--- config.mk ---
export PLATFORM = sky130hd
export DESIGN_NAME = pipe_stage_skid
export DESIGN_NICKNAME = d
export VERILOG_FILES = /design/src/rtl/pipe_pkg.sv /design/src/rtl/pipe_slot.sv /design/src/rtl/pipe_stage_skid.sv
export SDC_FILE = /design/constraint.sdc
export NUM_CORES = 1
export LEC_CHECK = 0
export CAP_MARGIN = 5
export CORE_ASPECT_RATIO = 1.5
export CORE_MARGIN = 4
export CORE_UTILIZATION = 40
export CTS_CLUSTER_SIZE = 20
export DETAILED_ROUTE_END_ITERATION = 6
export PLACE_DENSITY = 0.76
export SLEW_MARGIN = 20
export SYNTH_ARGS = -nofsm -noshare
export SYNTH_HDL_FRONTEND = slang
export SYNTH_SLANG_ARGS = --single-unit
export TNS_END_PERCENT = 20
--- constraint.sdc ---
create_clock -name clk -period 2.8 [get_ports clk]
set_input_delay 0.28 -clock clk [delete_from_list [all_inputs] [get_ports clk]]
set_output_delay 0.28 -clock clk [all_outputs]
set_load 0.05 [all_outputs]
--- src/rtl/pipe_pkg.sv ---
// ============================================================================
// Module   : pipe_pkg
// Brief    : Shared types and constants for the skid-buffered pipeline stage.
// Revision : 1.0
// ============================================================================
`default_nettype none

package pipe_pkg;

  localparam int CTRL_W_DEFAULT = 16;

  // All-zero control word: no write enables, no jump/branch.
  localparam logic [CTRL_W_DEFAULT-1:0] CTRL_BUBBLE = '0;

  typedef enum logic [1:0] {
    EMPTY = 2'd0,
    ONE   = 2'd1,
    TWO   = 2'd2
  } state_t;

endpackage

`default_nettype wire

--- src/rtl/pipe_slot.sv ---
// ============================================================================
// Module   : pipe_slot
// Brief    : One {valid, ctrl, data} holding register with load and clear.
// Revision : 1.0
// ============================================================================
`default_nettype none

module pipe_slot
  import pipe_pkg::*;
#(
  parameter int DATA_W = 128,
  parameter int CTRL_W = CTRL_W_DEFAULT
) (
  input  logic              clk,
  input  logic              rst,
  input  logic              load_i,
  input  logic              clr_i,
  input  logic              clr_data_i,
  input  logic [CTRL_W-1:0] ctrl_i,
  input  logic [DATA_W-1:0] data_i,
  output logic              valid_o,
  output logic [CTRL_W-1:0] ctrl_o,
  output logic [DATA_W-1:0] data_o
);

  logic              valid_q;
  logic [CTRL_W-1:0] ctrl_q;
  logic [DATA_W-1:0] data_q;

  // Clear wins over load so a squashed entry can never be captured.
  always_ff @(posedge clk) begin
    if (rst) begin
      valid_q <= 1'b0;
      ctrl_q  <= CTRL_W'(CTRL_BUBBLE);
      data_q  <= '0;
    end else if (clr_i) begin
      valid_q <= 1'b0;
      ctrl_q  <= CTRL_W'(CTRL_BUBBLE);
      if (clr_data_i) begin
        data_q <= '0;
      end
    end else if (load_i) begin
      valid_q <= 1'b1;
      ctrl_q  <= ctrl_i;
      data_q  <= data_i;
    end
  end

  assign valid_o = valid_q;
  assign ctrl_o  = ctrl_q;
  assign data_o  = data_q;

endmodule

`default_nettype wire

--- src/rtl/pipe_stage_skid.sv ---
// ============================================================================
// Module   : pipe_stage_skid
// Brief    : Two-entry (MAIN + SKID) pipeline register with registered in_ready
//            and flush. Define PIPE_FLUSH_ZERO_DATA_EN to also clear payload on flush.
// Revision : 1.0
// ============================================================================
`default_nettype none

module pipe_stage_skid
  import pipe_pkg::*;
#(
  parameter int DATA_W = 128,
  parameter int CTRL_W = CTRL_W_DEFAULT
) (
  input  logic              clk,
  input  logic              rst,
  input  logic              flush,
  input  logic              in_valid,
  output logic              in_ready,
  input  logic [CTRL_W-1:0] in_ctrl,
  input  logic [DATA_W-1:0] in_data,
  output logic              out_valid,
  input  logic              out_ready,
  output logic [CTRL_W-1:0] out_ctrl,
  output logic [DATA_W-1:0] out_data,
  output logic [1:0]        occ
);

  state_t state_q;
  state_t state_d;
  logic   in_ready_q;

  logic w_push;
  logic w_pop;
  logic w_main_load;
  logic w_main_from_skid;
  logic w_main_clr;
  logic w_skid_load;
  logic w_skid_clr;
  logic w_clr_data;

  logic              w_main_vld;
  logic              w_skid_vld;
  logic [CTRL_W-1:0] w_skid_ctrl;
  logic [DATA_W-1:0] w_skid_data;
  logic [CTRL_W-1:0] w_main_ctrl_in;
  logic [DATA_W-1:0] w_main_data_in;

`ifdef PIPE_FLUSH_ZERO_DATA_EN
  assign w_clr_data = flush;
`else
  assign w_clr_data = 1'b0;
`endif

  assign w_push = in_valid && in_ready_q;
  assign w_pop  = out_valid && out_ready;

  always_comb begin
    state_d          = state_q;
    w_main_load      = 1'b0;
    w_main_from_skid = 1'b0;
    w_main_clr       = 1'b0;
    w_skid_load      = 1'b0;
    w_skid_clr       = 1'b0;
    if (flush) begin
      state_d    = EMPTY;
      w_main_clr = 1'b1;
      w_skid_clr = 1'b1;
    end else begin
      case (state_q)
        EMPTY: begin
          if (w_push) begin
            state_d     = ONE;
            w_main_load = 1'b1;
          end
        end
        ONE: begin
          if (w_push && w_pop) begin
            w_main_load = 1'b1;
          end else if (w_push) begin
            state_d     = TWO;
            w_skid_load = 1'b1;
          end else if (w_pop) begin
            state_d    = EMPTY;
            w_main_clr = 1'b1;
          end
        end
        TWO: begin
          // in_ready is low here, so only a pop can happen.
          if (w_pop) begin
            state_d          = ONE;
            w_main_load      = 1'b1;
            w_main_from_skid = 1'b1;
            w_skid_clr       = 1'b1;
          end
        end
        default: state_d = EMPTY;
      endcase
    end
  end

  always_ff @(posedge clk) begin
    if (rst) begin
      state_q    <= EMPTY;
      in_ready_q <= 1'b1;
    end else begin
      state_q    <= state_d;
      in_ready_q <= (state_d != TWO);
    end
  end

  assign w_main_ctrl_in = w_main_from_skid ? w_skid_ctrl : in_ctrl;
  assign w_main_data_in = w_main_from_skid ? w_skid_data : in_data;

  pipe_slot #(
    .DATA_W (DATA_W),
    .CTRL_W (CTRL_W)
  ) u_main (
    .clk        (clk),
    .rst        (rst),
    .load_i     (w_main_load),
    .clr_i      (w_main_clr),
    .clr_data_i (w_clr_data),
    .ctrl_i     (w_main_ctrl_in),
    .data_i     (w_main_data_in),
    .valid_o    (w_main_vld),
    .ctrl_o     (out_ctrl),
    .data_o     (out_data)
  );

  pipe_slot #(
    .DATA_W (DATA_W),
    .CTRL_W (CTRL_W)
  ) u_skid (
    .clk        (clk),
    .rst        (rst),
    .load_i     (w_skid_load),
    .clr_i      (w_skid_clr),
    .clr_data_i (w_clr_data),
    .ctrl_i     (in_ctrl),
    .data_i     (in_data),
    .valid_o    (w_skid_vld),
    .ctrl_o     (w_skid_ctrl),
    .data_o     (w_skid_data)
  );

  assign in_ready  = in_ready_q;
  assign out_valid = (state_q != EMPTY);
  // SKID is only ever valid alongside MAIN, so the two valid bits encode 0/1/2.
  assign occ       = {w_skid_vld, w_main_vld & ~w_skid_vld};

endmodule

`default_nettype wire

==> After elaboration in Yosys (flattened, before gate mapping) <==
Cells that the tools add are included.
{ "totals": {"in_bits": 149, "mem_bits_ro": 0, "latch_bits": 0, "reg_bits": 293, "elab_cells": 48, "n_memories": 0, "ram_bits": 0} }
{ "classes": {"n_reduce_logical": 9, "order_cmp": 0, "bitwise": 4, "shift": 0, "eq_ne": 3, "mul": 0, "mux": 24, "div_mod_pow": 0, "addsub": 0} }
{ "ops": {"columns": ["operator", "count"], "rows": [
  ["$mux 128", 1],
  ["$mux 16", 1],
  ["$mux 1", 14],
  ["$mux 2", 6],
  ["$pmux 2 s3", 1],
  ["$reduce_and 2->1", 2],
  ["$reduce_or 2->1", 2],
  ["$logic_and 1x1->1", 3],
  ["$not 1->1", 3],
  ["$pmux 1 s3", 1],
  ["$eq 2x1->1 const B", 1],
  ["$eq 2x2->1 const B", 1],
  ["$logic_not 2->1", 1],
  ["$ne 2x2->1 const B", 1],
  ["$reduce_bool 2->1", 1],
  ["$and 1x1->1", 1]
]} }

==> Longest topological paths before layout <==
{ "logic_depth": {"word_depth": 9, "mapped_depth": 8, "ltp_nobuf": 4} }

==> Modules after synthesis <==
A second synthesis with hierarchy kept.
{ "hier_totals": {"hier_cells": 1462, "hier_area_um2": 15232.1} }
{ "modules_own_cells": {"columns": ["module", "n_inst", "cells_each", "area_per_inst_um2", "seq_area_each_um2"], "rows": [
  ["pipe_slot", 2, 639, 6482.5, 2902.8],
  ["pipe_stage_skid", 1, 184, 2267.2, 60.1]
]} }

==> Worst setup path before layout <==
OpenSTA, ideal clock, no wires.
{ "synth_timing": {"kind": "reg2reg", "start": "register in_ready_q, in the netlist in_ready", "end": "register u_skid.data_q[67], in the netlist u_skid.data_o[67]", "setup_time_ns": 0.132, "t_arrival_ns": 1.939, "required_time_ns": 2.668, "path_stages_with_launch": 8, "setup_slack_ns": 0.729, "path_buffers": 3, "cell_sequence": "dfxtp_1 > nand2_1 > or4_1 > clkbuf_1 > buf_2 > buf_2 > nand2_1 > a21oi_1"} }
{ "synth_via": {"elab_chain_len": 6, "word_cells_on_any_way": 7, "classes_between": "mux: 4; reduce/logical: 3"} }
{ "synth_rtl": {"columns": ["item", "line_no", "source"], "rows": [
  ["start: declaration", "pipe_stage_skid.sv:31", "logic in_ready_q;"],
  ["start signal: assignment", "pipe_stage_skid.sv:108", "in_ready_q <= (state_d != TWO);"],
  ["$logic_and 1x1->1 (*)", "pipe_stage_skid.sv:55", "assign w_push = in_valid && in_ready_q;"],
  ["$mux 1 or $logic_and 1x1->1 (tied branches)", "pipe_stage_skid.sv:80, pipe_stage_skid.sv:78", null],
  ["$mux 1 (*)", "pipe_stage_skid.sv:78", "if (w_push && w_pop) begin"],
  ["$mux 1 (*)", "pipe_stage_skid.sv:70", "case (state_q)"],
  ["$mux 1 (*)", "pipe_stage_skid.sv:65", "if (flush) begin"],
  ["$reduce_and 2->1 (no line) (*)", null, null],
  ["end signal: assignment", "pipe_slot.sv:45", "data_q <= data_i;"],
  ["end: declaration", "pipe_slot.sv:28", "logic [DATA_W-1:0] data_q;"]
]} }
Every way passes the cells marked *; elsewhere a longest branch is shown, timed or not.
A chain may end at the register's enable or synchronous reset.

==> Final worst setup path <==
{ "layout_timing": {"start": "register state_q[1]", "end": "output out_valid"} }
{ "layout_via": {"elab_chain_len": 1} }
{ "layout_rtl": {"columns": ["item", "line_no", "source"], "rows": [
  ["start: declaration", "pipe_stage_skid.sv:29", "state_t state_q;"],
  ["start signal: assignment", "pipe_stage_skid.sv:107", "state_q <= state_d;"],
  ["$reduce_bool 2->1", "pipe_stage_skid.sv:148", "assign out_valid = (state_q != EMPTY);"],
  ["end: declaration", "pipe_stage_skid.sv:22", "output logic out_valid,"]
]} }
No other way between the ends.

==> impl_results.md <==
- # setup viols final: 0
- Remaining DRCs: 0
- PortBufs: approximately 300
- Delay-heaviest family, CP: buffers and inverters
- Worst Hold Class: input pin to flop
- Final Total Pwr: slightly above 0.01 W
- Initial core utilization: about 40%
- CTS tree: done
- Via density: ~5.4
- Main combinational cell family by area after synthesis: simple AND/OR/NAND/NOR gates
- Max transition margin: about two fifths
- Largest net degree at the start of global routing: ~130
- Routed WL: approximately 34000 um
- Max Fanout on Critical Path: 8
- Num CTS Buffers: 29
- Fmax achieved: 445 MHz
- Max cap viols: 0
- Io pins: a little under 300
- Setup WS pre-CTS: approximately 0.41 ns
- Via Count: roughly 11000
- Commonest non-fill, non-tap cells in the layout: clkdlybuf4s50_1, dfxtp_1, nand2_1
- Cell with the largest stage delay on the worst path: clkdlybuf4s50_1
- Overflow after GRT: 0
- Adder-cell share of the synthesized area: 0%
- Initial DRC count: 671
- Core footprint: between 20000 and 30000 um^2
- Setup ws final: approximately 0.55 ns
- Routed WL per cell: 17.6 um
- RSZ-0062 raised after global routing: false
- Xor/xnor share of the synthesized area: 0%
- Setup TNS Final: 0 ns
- Critical Path AT: between 1.5 and 2 ns
- HPWL after detailed placement: approximately 21000 um
- Min Tclk post-route: about 2.2 ns
- Resized cells post-CTS: 0
- Avg Inst Size Synth: around 8.9 um^2
- DRT Pass-1 Iters: 5
- Flop-to-flop setup slack: between 0.8 and 0.9 ns
- Hold Slack: about 0.23 ns
- Post-synthesis net count: roughly 1500
- P&R area growth vs syn: 34.6%
- CTS H-tree depth: 1
- Worst-Skew Late Latency: 0.54 ns
- Register area share after synthesis: about half
- Yosys cell types: 30
- Worst Skew: ~0.0076 ns
- GP Congestion: slightly below 0.8
- Post-route clock period utilization: 80.3%
- Crit-path cells: or2_2 > clkdlybuf4s50_1
- Pwr per Cell Area: about 650 nW/um^2
- Routed Antenna Nets: 0
- CP Data Required Time: roughly 2.5 ns
- Most common cell after layout, fill and taps aside: clkdlybuf4s50_1
- Leak pwr: 5.23 nW
- Vias in the first global route: slightly above 10000
- Hold_buf cts: 0
- Die Wd: between 100 and 150 um
- Die ar.: ~32000 um^2
- Mapped Cells: about 1300
- Status: finished clean
- Clock tree buffer depth: 3
- Fraction of layout cells with a size suffix above 1: between 10% and 20%
- Crit. End Element: primary output
- Row count: 76
- Simple-gate share of the synthesized area: 26.0%
- Max incr delay on CP: roughly 0.82 ns
- Count of state elements after synthesis: 293
- Mapped cell area: between 10000 and 15000 um^2
- Post-CTS setup buffer count: 0
- Crit path launch type: flop
- CP Buf/Inv Count: 1
- Compound-Gate Fraction of Synth Area: 17.5%
- Post-synthesis mux area share: 0%
- Die Ht: 217 um
- Initial antenna violation count: 5
- Total clock sinks: 293
- Crit Path Class: flop to primary output
- Endpoints failing hold: 0
- Slew @ Worst Pin: ~0.92 ns
- Nets: ~1700
- Root Driver: clkbuf_16
- Pins Over Slew Limit: 0
- GRT Total Usage: 20.1%
- First-pass GRT wire length: about 54000 um
- Clock Pin Slew Worst Setup and Hold Paths: 0.06 ns
- Yosys warnings: 0
- Maximum vdd drop: 0.475 mV
==> layout make-up <==
cell class,count,area [um^2]
sequential,293,5870
fill,2585,13000
multi-input combinational,890,5110
antenna,3,7.51
clock buffer,41,851
inverter,3,11.3
timing repair buffer,314,3250
clock inverter,11,133
tap,390,488
==> Yosys cell counts <==
master / count / area share (%)
a21oi_1: 146 / 6.3
a221oi_1: 144 / 11
a311o_1: 1 / 0.086
a31oi_1: 1 / 0.054
and3b_1: 1 / 0.075
and4b_1: 1 / 0.086
and4bb_2: 1 / 0.11
buf_12: 4 / 0.69
buf_2: 23 / 0.99
buf_4: 10 / 0.64
buf_6: 12 / 1.2
buf_8: 1 / 0.13
clkbuf_1: 80 / 2.6
dfxtp_1: 293 / 50
inv_1: 3 / 0.096
nand2_1: 290 / 9.3
nand2b_1: 1 / 0.054
nand3b_1: 1 / 0.064
nor2_1: 97 / 3.1
nor2_2: 11 / 0.59
nor2_4: 40 / 3.9
nor2b_1: 2 / 0.11
nor3_1: 94 / 4.0
nor3_2: 50 / 4.3
nor4_1: 1 / 0.054
o31a_1: 2 / 0.15
o31ai_2: 1 / 0.11
or2_2: 2 / 0.11
or3_1: 1 / 0.054
or4_1: 2 / 0.13
==> registers in the layout, summed over array words and instances, names as in the netlist <==
| register | cells |
|---|---|
| u_main.valid_o | 1 |
| u_skid.ctrl_o | 16 |
| u_skid.valid_o | 1 |
| u_skid.data_o | 128 |
| state_q | 2 |
| u_main.ctrl_o | 16 |
| in_ready | 1 |
| u_main.data_o | 128 |
==> path summary, 6_finish.rpt <==
path,start,to,cells past startpoint
worst max-delay path,state_q[1],out_valid,2
worst min register to register,u_skid.data_o[110],u_skid.data_o[110],2
worst min-delay path,rst,u_skid.data_o[25],2
worst max register to register,state_q[0],u_main.data_o[111],5
==> report_power, final <==
group / switching, W / internal, W
registers: 0.000133 / 0.00435
logic: 0.00111 / 0.000693
clock network: 0.00161 / 0.00238
total: 0.00285 / 0.00742
==> routing by layer <==
layer  part of all wire, %  up-vias  track usage (%)
met5                  0.12        -                0
met4                   3.1        4             6.97
met3                   6.9       70             4.12
met2                    51      392             35.6
met1                    39     5033             24.3
li1                      -     5051                -
==> through the flow <==
step / cells / util (%) / area (um^2)
after detailed placement: 1890 / 51.3 / 14700
final: 1945 / 54.7 / 15700
after floorplan: 1316 / - / 11700
after CTS: 1942 / 54.7 / 15700
after global routing: 1944 / 54.7 / 15700
after global placement: 1890 / 51.3 / 14700
==> cells by family after synthesis <==
kind of cell / count (synthesis)
AND/OR/NAND/NOR: 595
AO/OA/AOI/OAI: 295
flip-flops: 293
buffers and inverters: 133
(Power assumes the default switching activity.)
